===== src/rtl/puf_framework_pkg.sv =====
// Shared constants and state encoding for the PUF response framing path.
package puf_framework_pkg;

    localparam int UART_BITS_DEF = 8;
    localparam logic [7:0] RESPONSE_ID_DEF = 8'b1010_1011;
    localparam logic [7:0] REQUEST_ID_DEF = 8'b0101_1010;

    typedef enum logic [3:0] {
        ST_IDLE,
        ST_HDR,
        ST_CNT,
        ST_FETCH,
        ST_LATCH,
        ST_DATA,
        ST_CHK,
        ST_FIN,
        ST_ABORT
    } pkt_state_e;

endpackage


===== src/rtl/uart_byte_sender.sv =====
// One-byte tx_enable/tx_busy handshake; byte_done pulses once the UART
// has gone busy and then idle again.
module uart_byte_sender
    import puf_framework_pkg::*;
#(
    parameter int UART_BITS = UART_BITS_DEF
) (
    input  logic                 clk,
    input  logic                 reset,
    input  logic                 req,
    input  logic [UART_BITS-1:0] byte_in,
    input  logic                 tx_busy,
    output logic [UART_BITS-1:0] tx_data,
    output logic                 tx_enable,
    output logic                 byte_done
);

    localparam logic [1:0] PH_READY   = 2'd0;
    localparam logic [1:0] PH_WAIT_HI = 2'd1;
    localparam logic [1:0] PH_WAIT_LO = 2'd2;

    logic [1:0]           phase_q, phase_d;
    logic [UART_BITS-1:0] data_q, data_d;

    always_comb begin
        phase_d   = phase_q;
        data_d    = data_q;
        tx_enable = 1'b0;
        byte_done = 1'b0;
        tx_data   = data_q;
        unique case (phase_q)
            PH_READY: begin
                if (req && !tx_busy) begin
                    tx_enable = 1'b1;
                    tx_data   = byte_in;
                    data_d    = byte_in;
                    phase_d   = PH_WAIT_HI;
                end
            end
            PH_WAIT_HI: begin
                if (tx_busy) begin
                    phase_d = PH_WAIT_LO;
                end
            end
            PH_WAIT_LO: begin
                if (!tx_busy) begin
                    byte_done = 1'b1;
                    phase_d   = PH_READY;
                end
            end
            default: phase_d = PH_READY;
        endcase
    end

    always_ff @(posedge clk) begin
        if (!reset) begin
            phase_q <= PH_READY;
            data_q  <= '0;
        end else begin
            phase_q <= phase_d;
            data_q  <= data_d;
        end
    end

endmodule


===== src/rtl/response_packetizer.sv =====
// Frames FIFO response words as header, word count, data (and an XOR
// checksum byte when RESPONSE_PACKETIZER_CHECKSUM_EN is defined).
module response_packetizer
    import puf_framework_pkg::*;
#(
    parameter int WORD_BITS = 32,
    parameter int UART_BITS = UART_BITS_DEF,
    parameter int NUM_WORDS = 1280,
    parameter int COUNT_BYTES = 2,
    parameter logic [UART_BITS-1:0] RESPONSE_ID = RESPONSE_ID_DEF
) (
    input  logic                 clk,
    input  logic                 reset,
    input  logic                 start,
    input  logic                 fifo_empty,
    input  logic [WORD_BITS-1:0] fifo_dout,
    output logic                 fifo_re,
    output logic [UART_BITS-1:0] tx_data,
    output logic                 tx_enable,
    input  logic                 tx_busy,
    output logic                 busy,
    output logic                 done,
    output logic                 underrun
);

    localparam int BPW     = WORD_BITS / UART_BITS;
    localparam int WCW     = $clog2(NUM_WORDS + 1);
    localparam int CFW     = 8 * COUNT_BYTES;
    localparam int IDX_MAX = (BPW > COUNT_BYTES) ? BPW : COUNT_BYTES;
    localparam int IDXW    = $clog2(IDX_MAX) + 1;
    localparam logic [CFW-1:0] CNT_FIELD = CFW'(NUM_WORDS);

    pkt_state_e           state_q, state_d;
    logic [IDXW-1:0]      idx_q, idx_d;
    logic [WCW-1:0]       wcnt_q, wcnt_d, wcnt_inc;
    logic [WORD_BITS-1:0] shreg_q, shreg_d;
    logic [CFW-1:0]       cnt_sh_q, cnt_sh_d;
    logic                 underrun_q, underrun_d;
    logic                 send, byte_done;
    logic [UART_BITS-1:0] byte_cur;
`ifdef RESPONSE_PACKETIZER_CHECKSUM_EN
    logic [UART_BITS-1:0] chk_q, chk_d;
`endif

    assign wcnt_inc = wcnt_q + 1'b1;

    always_comb begin
        state_d    = state_q;
        idx_d      = idx_q;
        wcnt_d     = wcnt_q;
        shreg_d    = shreg_q;
        cnt_sh_d   = cnt_sh_q;
        underrun_d = underrun_q;
        send       = 1'b0;
        byte_cur   = '0;
        fifo_re    = 1'b0;
`ifdef RESPONSE_PACKETIZER_CHECKSUM_EN
        chk_d      = chk_q;
`endif
        unique case (state_q)
            ST_IDLE: begin
                if (start) begin
                    state_d    = ST_HDR;
                    idx_d      = '0;
                    wcnt_d     = '0;
                    cnt_sh_d   = CNT_FIELD;
                    underrun_d = 1'b0;
`ifdef RESPONSE_PACKETIZER_CHECKSUM_EN
                    chk_d      = '0;
`endif
                end
            end
            ST_HDR: begin
                send     = 1'b1;
                byte_cur = RESPONSE_ID;
                if (byte_done) begin
                    state_d = ST_CNT;
                end
            end
            ST_CNT: begin
                send     = 1'b1;
                byte_cur = UART_BITS'(cnt_sh_q[CFW-1 -: 8]);
                if (byte_done) begin
                    cnt_sh_d = cnt_sh_q << 8;
                    if (idx_q == IDXW'(COUNT_BYTES - 1)) begin
                        idx_d   = '0;
                        state_d = ST_FETCH;
                    end else begin
                        idx_d = idx_q + 1'b1;
                    end
                end
            end
            ST_FETCH: begin
                if (fifo_empty) begin
                    state_d = ST_ABORT;
                end else begin
                    fifo_re = 1'b1;
                    state_d = ST_LATCH;
                end
            end
            ST_LATCH: begin
                shreg_d = fifo_dout;
                idx_d   = '0;
                state_d = ST_DATA;
            end
            ST_DATA: begin
                send     = 1'b1;
                byte_cur = shreg_q[WORD_BITS-1 -: UART_BITS];
                if (byte_done) begin
                    shreg_d = shreg_q << UART_BITS;
                    if (idx_q == IDXW'(BPW - 1)) begin
                        idx_d  = '0;
                        wcnt_d = wcnt_inc;
                        if (wcnt_inc == WCW'(NUM_WORDS)) begin
`ifdef RESPONSE_PACKETIZER_CHECKSUM_EN
                            state_d = ST_CHK;
`else
                            state_d = ST_FIN;
`endif
                        end else begin
                            state_d = ST_FETCH;
                        end
                    end else begin
                        idx_d = idx_q + 1'b1;
                    end
                end
            end
`ifdef RESPONSE_PACKETIZER_CHECKSUM_EN
            ST_CHK: begin
                send     = 1'b1;
                byte_cur = chk_q;
                if (byte_done) begin
                    state_d = ST_FIN;
                end
            end
`endif
            ST_FIN:   state_d = ST_IDLE;
            ST_ABORT: begin
                underrun_d = 1'b1;
                state_d    = ST_IDLE;
            end
            default:  state_d = ST_IDLE;
        endcase
`ifdef RESPONSE_PACKETIZER_CHECKSUM_EN
        // Fold every byte handed to the UART except the checksum itself
        if (tx_enable && state_q != ST_CHK) begin
            chk_d = chk_q ^ tx_data;
        end
`endif
    end

    always_ff @(posedge clk) begin
        if (!reset) begin
            state_q    <= ST_IDLE;
            idx_q      <= '0;
            wcnt_q     <= '0;
            shreg_q    <= '0;
            cnt_sh_q   <= '0;
            underrun_q <= 1'b0;
`ifdef RESPONSE_PACKETIZER_CHECKSUM_EN
            chk_q      <= '0;
`endif
        end else begin
            state_q    <= state_d;
            idx_q      <= idx_d;
            wcnt_q     <= wcnt_d;
            shreg_q    <= shreg_d;
            cnt_sh_q   <= cnt_sh_d;
            underrun_q <= underrun_d;
`ifdef RESPONSE_PACKETIZER_CHECKSUM_EN
            chk_q      <= chk_d;
`endif
        end
    end

    uart_byte_sender #(
        .UART_BITS(UART_BITS)
    ) u_sender (
        .clk      (clk),
        .reset    (reset),
        .req      (send),
        .byte_in  (byte_cur),
        .tx_busy  (tx_busy),
        .tx_data  (tx_data),
        .tx_enable(tx_enable),
        .byte_done(byte_done)
    );

    assign busy     = (state_q != ST_IDLE) && (state_q != ST_FIN);
    assign done     = (state_q == ST_FIN);
    assign underrun = underrun_q;

endmodule


===== config.mk =====
export PLATFORM = sky130hd
export DESIGN_NAME = response_packetizer
export DESIGN_NICKNAME = d
export VERILOG_FILES = /design/src/rtl/puf_framework_pkg.sv /design/src/rtl/uart_byte_sender.sv /design/src/rtl/response_packetizer.sv
export SDC_FILE = /design/constraint.sdc
export NUM_CORES = 1
export LEC_CHECK = 0
export CORE_MARGIN = 1
export CORE_UTILIZATION = 49
export DETAILED_ROUTE_END_ITERATION = 6
export HOLD_SLACK_MARGIN = 0.12
export PLACE_DENSITY = 0.83
export SYNTH_ARGS = -nofsm -noshare
export SYNTH_HDL_FRONTEND = slang
export SYNTH_SLANG_ARGS = --single-unit

===== constraint.sdc =====
create_clock -name clk -period 1.7 [get_ports clk]
set_input_delay 0.34 -clock clk [delete_from_list [all_inputs] [get_ports clk]]
set_output_delay 0.34 -clock clk [all_outputs]
set_load 0.01 [all_outputs]

After elaboration in Yosys (flattened, before gate mapping):

Cells that the tools add are included.

* equality and inequality tests: 22
* multiplexer cells: 40
* reductions and logical operators: 19
* add/sub/neg operators: 2

Operators by type and width (count)
* $pmux W32 S2: 1
* $mux W11: 3
* $mux W16: 2
* $mux W32: 1
* $pmux W16 S2: 1
* $mux W4: 7
* $pmux W4 S6: 1
* $pmux W8 S3: 1
* $pmux W11 S2: 1
* $mux W3: 6
* $mux W8: 2
* $ne A2 B2 Y1 const B: 8
* $eq A4 B3 Y1 const B: 3
* $pmux W3 S4: 1
* $add A11 B1 Y11 const B: 1
* $eq A11 B11 Y1 const B: 1
* $eq A4 B2 Y1 const B: 2
* $mux W1: 8
* $reduce_and A4 Y1: 2
* $reduce_bool A2 Y1: 4
* $reduce_bool A4 Y1: 2
* $mux W2: 3
* $pmux W2 S3: 1
* $reduce_and A3 Y1: 2
* other kinds (17): 19

* input port bits: 37
* output and inout bits: 13
* bits in registers: 77
* word-level logic and storage cells: 91

Depth between registers and ports, before layout:

Gate-level depths: netlist of the first run.

* depth in word-level cells: 6
* depth in mapped cells: 7
* mapped depth without buffers: 7

Modules after synthesis:

A second synthesis of the first run with hierarchy kept.

* cell total of the unflattened synthesis: 405
* area, all modules: 3238.1 um2

By module, submodules not included
* response_packetizer: sequential area each 1041.0 um2, area an instance 2722.6 um2, times used 1, cells each 354
* uart_byte_sender: sequential area each 200.2 um2, area an instance 515.5 um2, times used 1, cells each 51

Least setup slack after synthesis of the first run:

No wires, ideal clock.

* path type: register to output
* start point: register state_q[3]
* end point: output tx_data[6]
* cell stages (with the launch flop): 5
* path slack: -0.001 ns
* data arrival time: 1.361 ns
* required time: 1.360 ns
* buffers on the path: 1
* cells stage by stage: dfxtp_1 nor4b_4 o21ai_2 buf_6 o21ai_2

* word-level cells in the longest chain between the ends: 6
* elaborated cells on any way between the ends: 9
* classes of those cells: eq/ne (3); mux (4); reduce/logical (2)

Ends and longest elaborated chain
* start, declared: RTL line response_packetizer.sv:33 `pkt_state_e state_q, state_d;`
* start signal, assigned: RTL line response_packetizer.sv:164 `state_q <= state_d;`
* $eq A4 B3 Y1, or another cell as far along: RTL line response_packetizer.sv:60 `unique case (state_q)`
* $reduce_or A3 Y1 (no source line)
* $mux W1: RTL line response_packetizer.sv:60
* $logic_and A1 B1 Y1: RTL line uart_byte_sender.sv:33 `if (req && !tx_busy) begin`
* $mux W8 (*) (2 in a row)
* end, declared: RTL line response_packetizer.sv:18 `output logic [UART_BITS-1:0] tx_data,`

Mark *: on every way between the ends. The rest lies on a longest branch, timed or not.

Worst setup path after layout of the first run:

* start point: register state_q[3]
* end point: output tx_data[5]

The elaborated chain is that of the path after synthesis.

==> results of run 1 <==
[cells by family (layout without fill, tap and decap cells)]
| logic type | after synthesis | after routing |
|---|---|---|
| muxes | 29 | 29 |
| buffers and inverters | 32 | 140 |
| DFF | 62 | 62 |
| and+or+nand+nor | 147 | 147 |
| adders and majority gates | 6 | 6 |
| AOI/OAI and AO/OA | 82 | 83 |
| xor gates and xnor gates | 4 | 4 |
[worst max path at each step]
| stage | from | to | depth (start not counted) |
|---|---|---|---|
| 2_1_floorplan | state_q[0] | tx_data[2] | 5 |
| 3_3_place_gp | tx_busy | tx_data[3] | 5 |
| 3_5_place_dp | tx_busy | tx_data[0] | 5 |
| 4_1_cts | state_q[3] | tx_data[3] | 6 |
| 5_1_grt | state_q[3] | tx_data[0] | 6 |
| 6_report | state_q[3] | tx_data[5] | 6 |
[per-layer routing]
metal  routed length (µm)  global-route usage (%)  vias up
li1                     -                       -     1511
met1                 3794                   32.28     1504
met2                 4454                   45.01       98
met3                  376                   5.935       29
met4                  275                   13.95        0
met5                    0                       0        -
[worst max-delay path, stage by stage (launching register included)]
cell and delay (ns):
dfxtp_4 0.36, nor4b_4 0.28, buf_4 0.18, o21ai_4 0.08
buf_6 0.16, o31ai_4 0.17, buf_2 0.16
[layout make-up]
type | instances | area, µm²
Clock buffer | 10 | 127.6
Clock inverter | 6 | 62.56
Fill cell | 432 | 1714
Inverter | 7 | 26.28
Multi-Input combinational cell | 269 | 2058
Sequential cell | 62 | 1249
Tap cell | 77 | 96.34
Timing Repair Buffer | 117 | 1089
[registers in the layout, indices dropped and copies added, names as in the netlist]
| name | cells |
|---|---|
| underrun | 1 |
| wcnt_q | 11 |
| u_sender.phase_q | 2 |
| shreg_q | 32 |
| idx_q | 3 |
| u_sender.data_q | 8 |
| state_q | 4 |
| cnt_sh_q | 1 |
[power by group]
group	internal, W	switching (W)	leakage [nW]	total (W)
Sequential	0.00155	0.0000807	0.502	0.00163
Clock	0.000671	0.000610	0.0883	0.00128
Combinational	0.000946	0.000894	1.17	0.00184
Total	0.00317	0.00158	1.76	0.00475
[synthesized netlist by cell type (3+ instances only)]
library cell / instances
a211oi_1: 5
a211oi_2: 20
a21oi_1: 8
a22oi_1: 12
a31oi_1: 4
and2_1: 9
and3_1: 4
buf_2: 12
buf_6: 3
clkbuf_1: 10
dfxtp_1: 62
ha_1: 6
inv_1: 7
mux2i_1: 29
nand2_1: 27
nand2b_1: 4
nand3_1: 4
nand3b_1: 3
nor2_1: 59
nor2b_1: 5
nor3_1: 10
o21a_1: 3
o21ai_0: 8
o21ai_1: 3
o31ai_2: 6
xor2_1: 3
[metrics by stage]
stage,cell area (µm²),setup TNS (ns)
final,4708,-11.73
after CTS,4661,-10.49
after global placement,4148,-21.21
after floorplan,3287,0
after detailed placement,4148,-25.35
after global routing,4708,-15.50
[what timing repair did]
item,4_1_cts,5_1_grt
cloned,2,0
gates resized for setup,91,6
pin swaps,11,6
endpoints found under the setup margin,63,61
setup buffers,15,3
==> run metrics, run 1 <==
status finished with violations; failing checks DRC, setup timing; Synth Area in Adders under 10%; main area contributors after synthesis dfxtp_1 (38%), mux2i_1 (8.8%), a211oi_2 (7.6%); fin util between 70% and 80%; die area a little over 7000 µm²; Layout Area Growth over Synthesis 43.24%; hold depth 2; Pleak 1.761 nW; drt via density about 5.7; Std-Cell Rows 29; CP arrival around 1.7 ns; max-cap violations 0; 1st-pass router iterations 7; final hold violation count 0; antenna cells 0; Total Power about 0.0048 W; largest family of logic cells by synthesized area simple AND/OR/NAND/NOR gates; worst r2r path cells 8; Worst setup EP type primary output; first-pass GRT wire length 14950 µm; Async SR Flop Fraction 0%; RSZ-0062 raised after global routing true; H-tree depth 3; final setup vio count 59; Distinct cells, synth 53; WL per Instance 16.24 µm; mux share of post-synthesis cell area between 8 and 9%; most frequent cells in the layout nor2_1 (58), dfxtp_1 (58), buf_4 (51); I/O Pins 50; yosys warns 0; CTS Buf Count 9; placement-stage worst setup slack -0.8161 ns; Layout Cells excl Fill 548; clock root cell clkbuf_8; HP Class flip-flop to flip-flop; Slew headroom between 70 and 80%; Synth Flop Type dfxtp_1; f_max roughly 480 MHz; worst setup margin -0.3791 ns; Die X-Extent about 84 µm; Max clock buf depth 2; cell area after synthesis around 3300 µm²; Compound-Gate Fraction of Synth Area around 22%; syn avg cell area ~9 µm²; vias in the first global route approximately 3200; WHS Endpoint wcnt_q[10]; DPL Wire Length roughly 5500 µm; ratio of final minimum period to clock period 122.3%; Post-synth EDFFs 0; CP max FO 4; fin. max-slew vios 0; total grt overflow 0; syn_nets between 400 and 500; cell count after synthesis 362; register area share after synthesis between 30% and 40%; post-route minimum period between 2 and 2.5 ns; worst reg2reg setup slack -0.36 ns; DRC 4; IO Port Bufs 49; worst slew pin tran ~0.32 ns; WS Path Type flip-flop to primary output; clk_lat worst skew 0.35 ns; RR Startpoint state_q[3]; peak supply drop about 0.78 mV; Min-Delay Startpoint wcnt_q[10]; initial antenna violation count 0; CTS clk-pin slew, worst paths 0.08 ns; final RePlAce weighted congestion roughly 0.83; CTS sink count between 60 and 70; hold_buf cts 0; Power Density ~1000 nW/µm²; final-stage net count 509; post-synthesis xor/xnor area fraction 1.066%; Final ANT Viol Nets 0; Core Region roughly 6400 µm²; largest net degree at the start of global routing 33; clock skew 0.01334 ns; critical path data required time 1.36 ns; Die Y 83.90 µm; fraction of layout cells with a size suffix above 1 approximately a third; DRT Wirelength 8901 µm; simple-gate share of the synthesized area a little under a quarter; Synth area leader dfxtp_1; Fin Hold WS 0.4848 ns; First DRT Iteration DRCs approximately 230; r2r endpoint shreg_q[9]; Yosys reg bits 62; Placed Instances 512; nature of the critical path startpoint flip-flop; Synth top area share roughly 38%; TritonCTS clock tree done; Initial Util approximately half; vias 3142; gr usage total roughly 27%
(Power assumes the default switching activity.)
==> run 2, diff against run 1 <==
CORE_UTILIZATION = 56   (was 49)
CTS_BUF_LIST = sky130_fd_sc_hd__clkbuf_4 sky130_fd_sc_hd__clkbuf_8   (was unset)
PLACE_DENSITY = 0.89   (was 0.83)
clock period = 2.2 ns   (was 1.7 ns; I/O delays follow)
==> run metrics, run 2 (synthesis results as in run 1) <==
status completed (was finished with violations); r2r endpoint state_q[2] (was shreg_q[9]); final hold violation count 0 (unchanged); I/O Pins 50 (unchanged); CP max FO 7 (was 4); fillcell total 355 (was 432); Largest stage delay, worst path 0.36 ns (about the same); DPL Wire Length 5340 µm (was 5480 µm); Setup crit end tx_data[1] (was tx_data[5]); Layout Area Growth over Synthesis 34.41% (was 43.24%); final-stage net count 486 (was 509); clk_lat worst skew 0.35 ns (about the same); H-tree depth 3 (unchanged); gr usage total 28.96% (was 26.90%); Total Power 0.003723 W (was 0.004752 W); DRT Wirelength 8511 µm (was 8901 µm); vias in the first global route 2980 (was 3160); CP Cell Sequence nor4b_4, o21ai_4, buf_12, o31ai_2, buf_2 (was nor4b_4, buf_4, o21ai_4, buf_6, o31ai_4, buf_2); final RePlAce weighted congestion 0.8611 (was 0.8326); max-cap violations 0 (unchanged); hold_buf cts 0 (unchanged); WL per Instance 16.37 µm (was 16.24 µm); f_max about 460 MHz; Initial Util 58.97% (was 51.18%); Die Y 78.61 µm (was 83.90 µm); drt via density 5.785 (was 5.734); HP Class flip-flop to flip-flop (unchanged); clock root cell clkbuf_8 (unchanged); nature of the critical path startpoint flip-flop (unchanged); IO Port Bufs 49 (unchanged); CTS clk-pin slew, worst paths 0.08 ns (about the same); First DRT Iteration DRCs 258 (was 233); Most flops, register shreg_q (unchanged); most frequent cells in the layout nor2_1 (59), dfxtp_1 (58), buf_4 (37) (was nor2_1 (58), dfxtp_1 (58), buf_4 (51)); fin. max-slew vios 0 (unchanged); RR Startpoint state_q[1] (was state_q[3]); Crit-path slowest cell nor4b_4 (was dfxtp_4); antenna cells 0 (unchanged); clock skew 0.009067 ns (was 0.01334 ns); 1st-pass router iterations 7 (unchanged); Layout Cells excl Fill 520 (was 548); largest net degree at the start of global routing 39 (was 33); vias 3008 (was 3142); Final ANT Viol Nets 0 (unchanged); peak supply drop 0.5711 mV (was 0.7756 mV); DRC 0 (was 4); die area 6180 µm² (was 7039 µm²); Worst setup startpoint state_q[2] (was state_q[3]); RSZ-0062 raised after global routing true (unchanged); total grt overflow 0 (unchanged); final setup vio count 0 (was 59); Slew headroom 73.63% (was 78.69%); initial antenna violation count 0 (unchanged); worst slew pin tran 0.3956 ns (was 0.3181 ns); worst reg2reg setup slack 0.07 ns (was -0.36 ns); TritonCTS clock tree done (unchanged); Power Density 842.7 nW/µm² (was 1009 nW/µm²); max FFs per register 32 (unchanged); first-pass GRT wire length 13800 µm (was 14950 µm); Std-Cell Rows 27 (was 29); worst r2r path cells 8 (unchanged); most common cell after layout, fill and taps aside nor2_1; post-route minimum period 2.191 ns; Min-Delay Startpoint wcnt_q[10] (unchanged); Largest regs shreg_q x32, wcnt_q x11, u_sender.data_q x8 (unchanged); Placed Instances 496 (was 512); fraction of layout cells with a size suffix above 1 27.90% (was 33.33%); Max clock buf depth 2 (unchanged); CP arrival 1.75 ns (was 1.74 ns); ratio of final minimum period to clock period roughly 100%; CTS sink count 62 (unchanged); Pleak 1.670 nW (was 1.761 nW); WS Path Type flip-flop to primary output (unchanged); Worst setup EP type primary output (unchanged); Core Region 5574 µm² (was 6422 µm²); CTS Buf Count 9 (unchanged); Die X-Extent 78.61 µm (was 83.90 µm); critical path data required time 1.76 ns (was 1.36 ns)
==> run 2: changes by cell type in the layout (fill, tap and decap cells not counted), moves of 3 or more <==
cell | before | now
o31ai_2 | 2 | 6
buf_6 | 11 | 6
clkinvlp_4 | 3 | 0
buf_4 | 51 | 37
o31ai_4 | 4 | 0
==> run 2: metrics by stage <==
stage                     hold slack [ns]  TNS (ns)  cell area, µm²  setup slack [ns]  util, %
after floorplan                    0.4481         0            3287            0.3990        -
after global placement             0.4559    -4.008            4048           -0.4809    72.62
after detailed placement           0.4779    -4.661            4048           -0.5118    72.62
after CTS                          0.4922  -0.04566            4354          -0.04566    78.11
after global routing               0.5103   -0.1418            4418          -0.04452    79.26
final                              0.4888         0            4418          0.008808    79.26
==> run 2: power breakdown <==
| part | switching [W] | internal, W | total (W) |
|---|---|---|---|
| clock network | 0.000495 | 0.000758 | 0.00125 |
| registers | 0.0000624 | 0.00120 | 0.00126 |
| logic | 0.000616 | 0.000593 | 0.00121 |
==> run 2: critical path: cells and delay by family, from the launching register on <==
family / cells / cell delay (ns)
buf+inv: 2 / 0.32
flops: 1 / 0.35
compound gates: 2 / 0.36
simple gates: 1 / 0.36
==> run 2: repair_timing <==
item | in CTS | in global routing
gates resized for setup | 46 | 18
endpoints found under the setup margin | 12 | 12
pin swaps | 4 | 7
setup buffers | 5 | 3
==> run 2: how the worst min path moves through the flow <==
stage / endpoint / cells after the start
global placement: wcnt_q[10] / 2
detailed placement: wcnt_q[10] / 2
floorplan: wcnt_q[10] / 2
finish: wcnt_q[10] / 2
CTS: wcnt_q[10] / 2
global route: wcnt_q[10] / 2
==> run 2: layout make-up <==
class / count / area (µm²) / share of cell area [%]
clock inverter: 7 / 121.4 / 2.747
inverter: 7 / 26.28 / 0.5947
sequential: 62 / 1249 / 28.26
clock buffer: 9 / 123.9 / 2.804
multi-input combinational: 268 / 1953 / 44.21
tap: 72 / 90.09 / 2.039
timing repair buffer: 95 / 854.6 / 19.34
==> run 2: routing by layer <==
| layer | part of all wire, % | global-route usage (%) | wire length, µm |
|---|---|---|---|
| met2 | 50 | 49.74 | 4288 |
| met4 | 1.9 | 14.81 | 162 |
| met3 | 4.6 | 5.581 | 392 |
| met1 | 43 | 34.06 | 3667 |
| met5 | 0 | 0 | 0 |
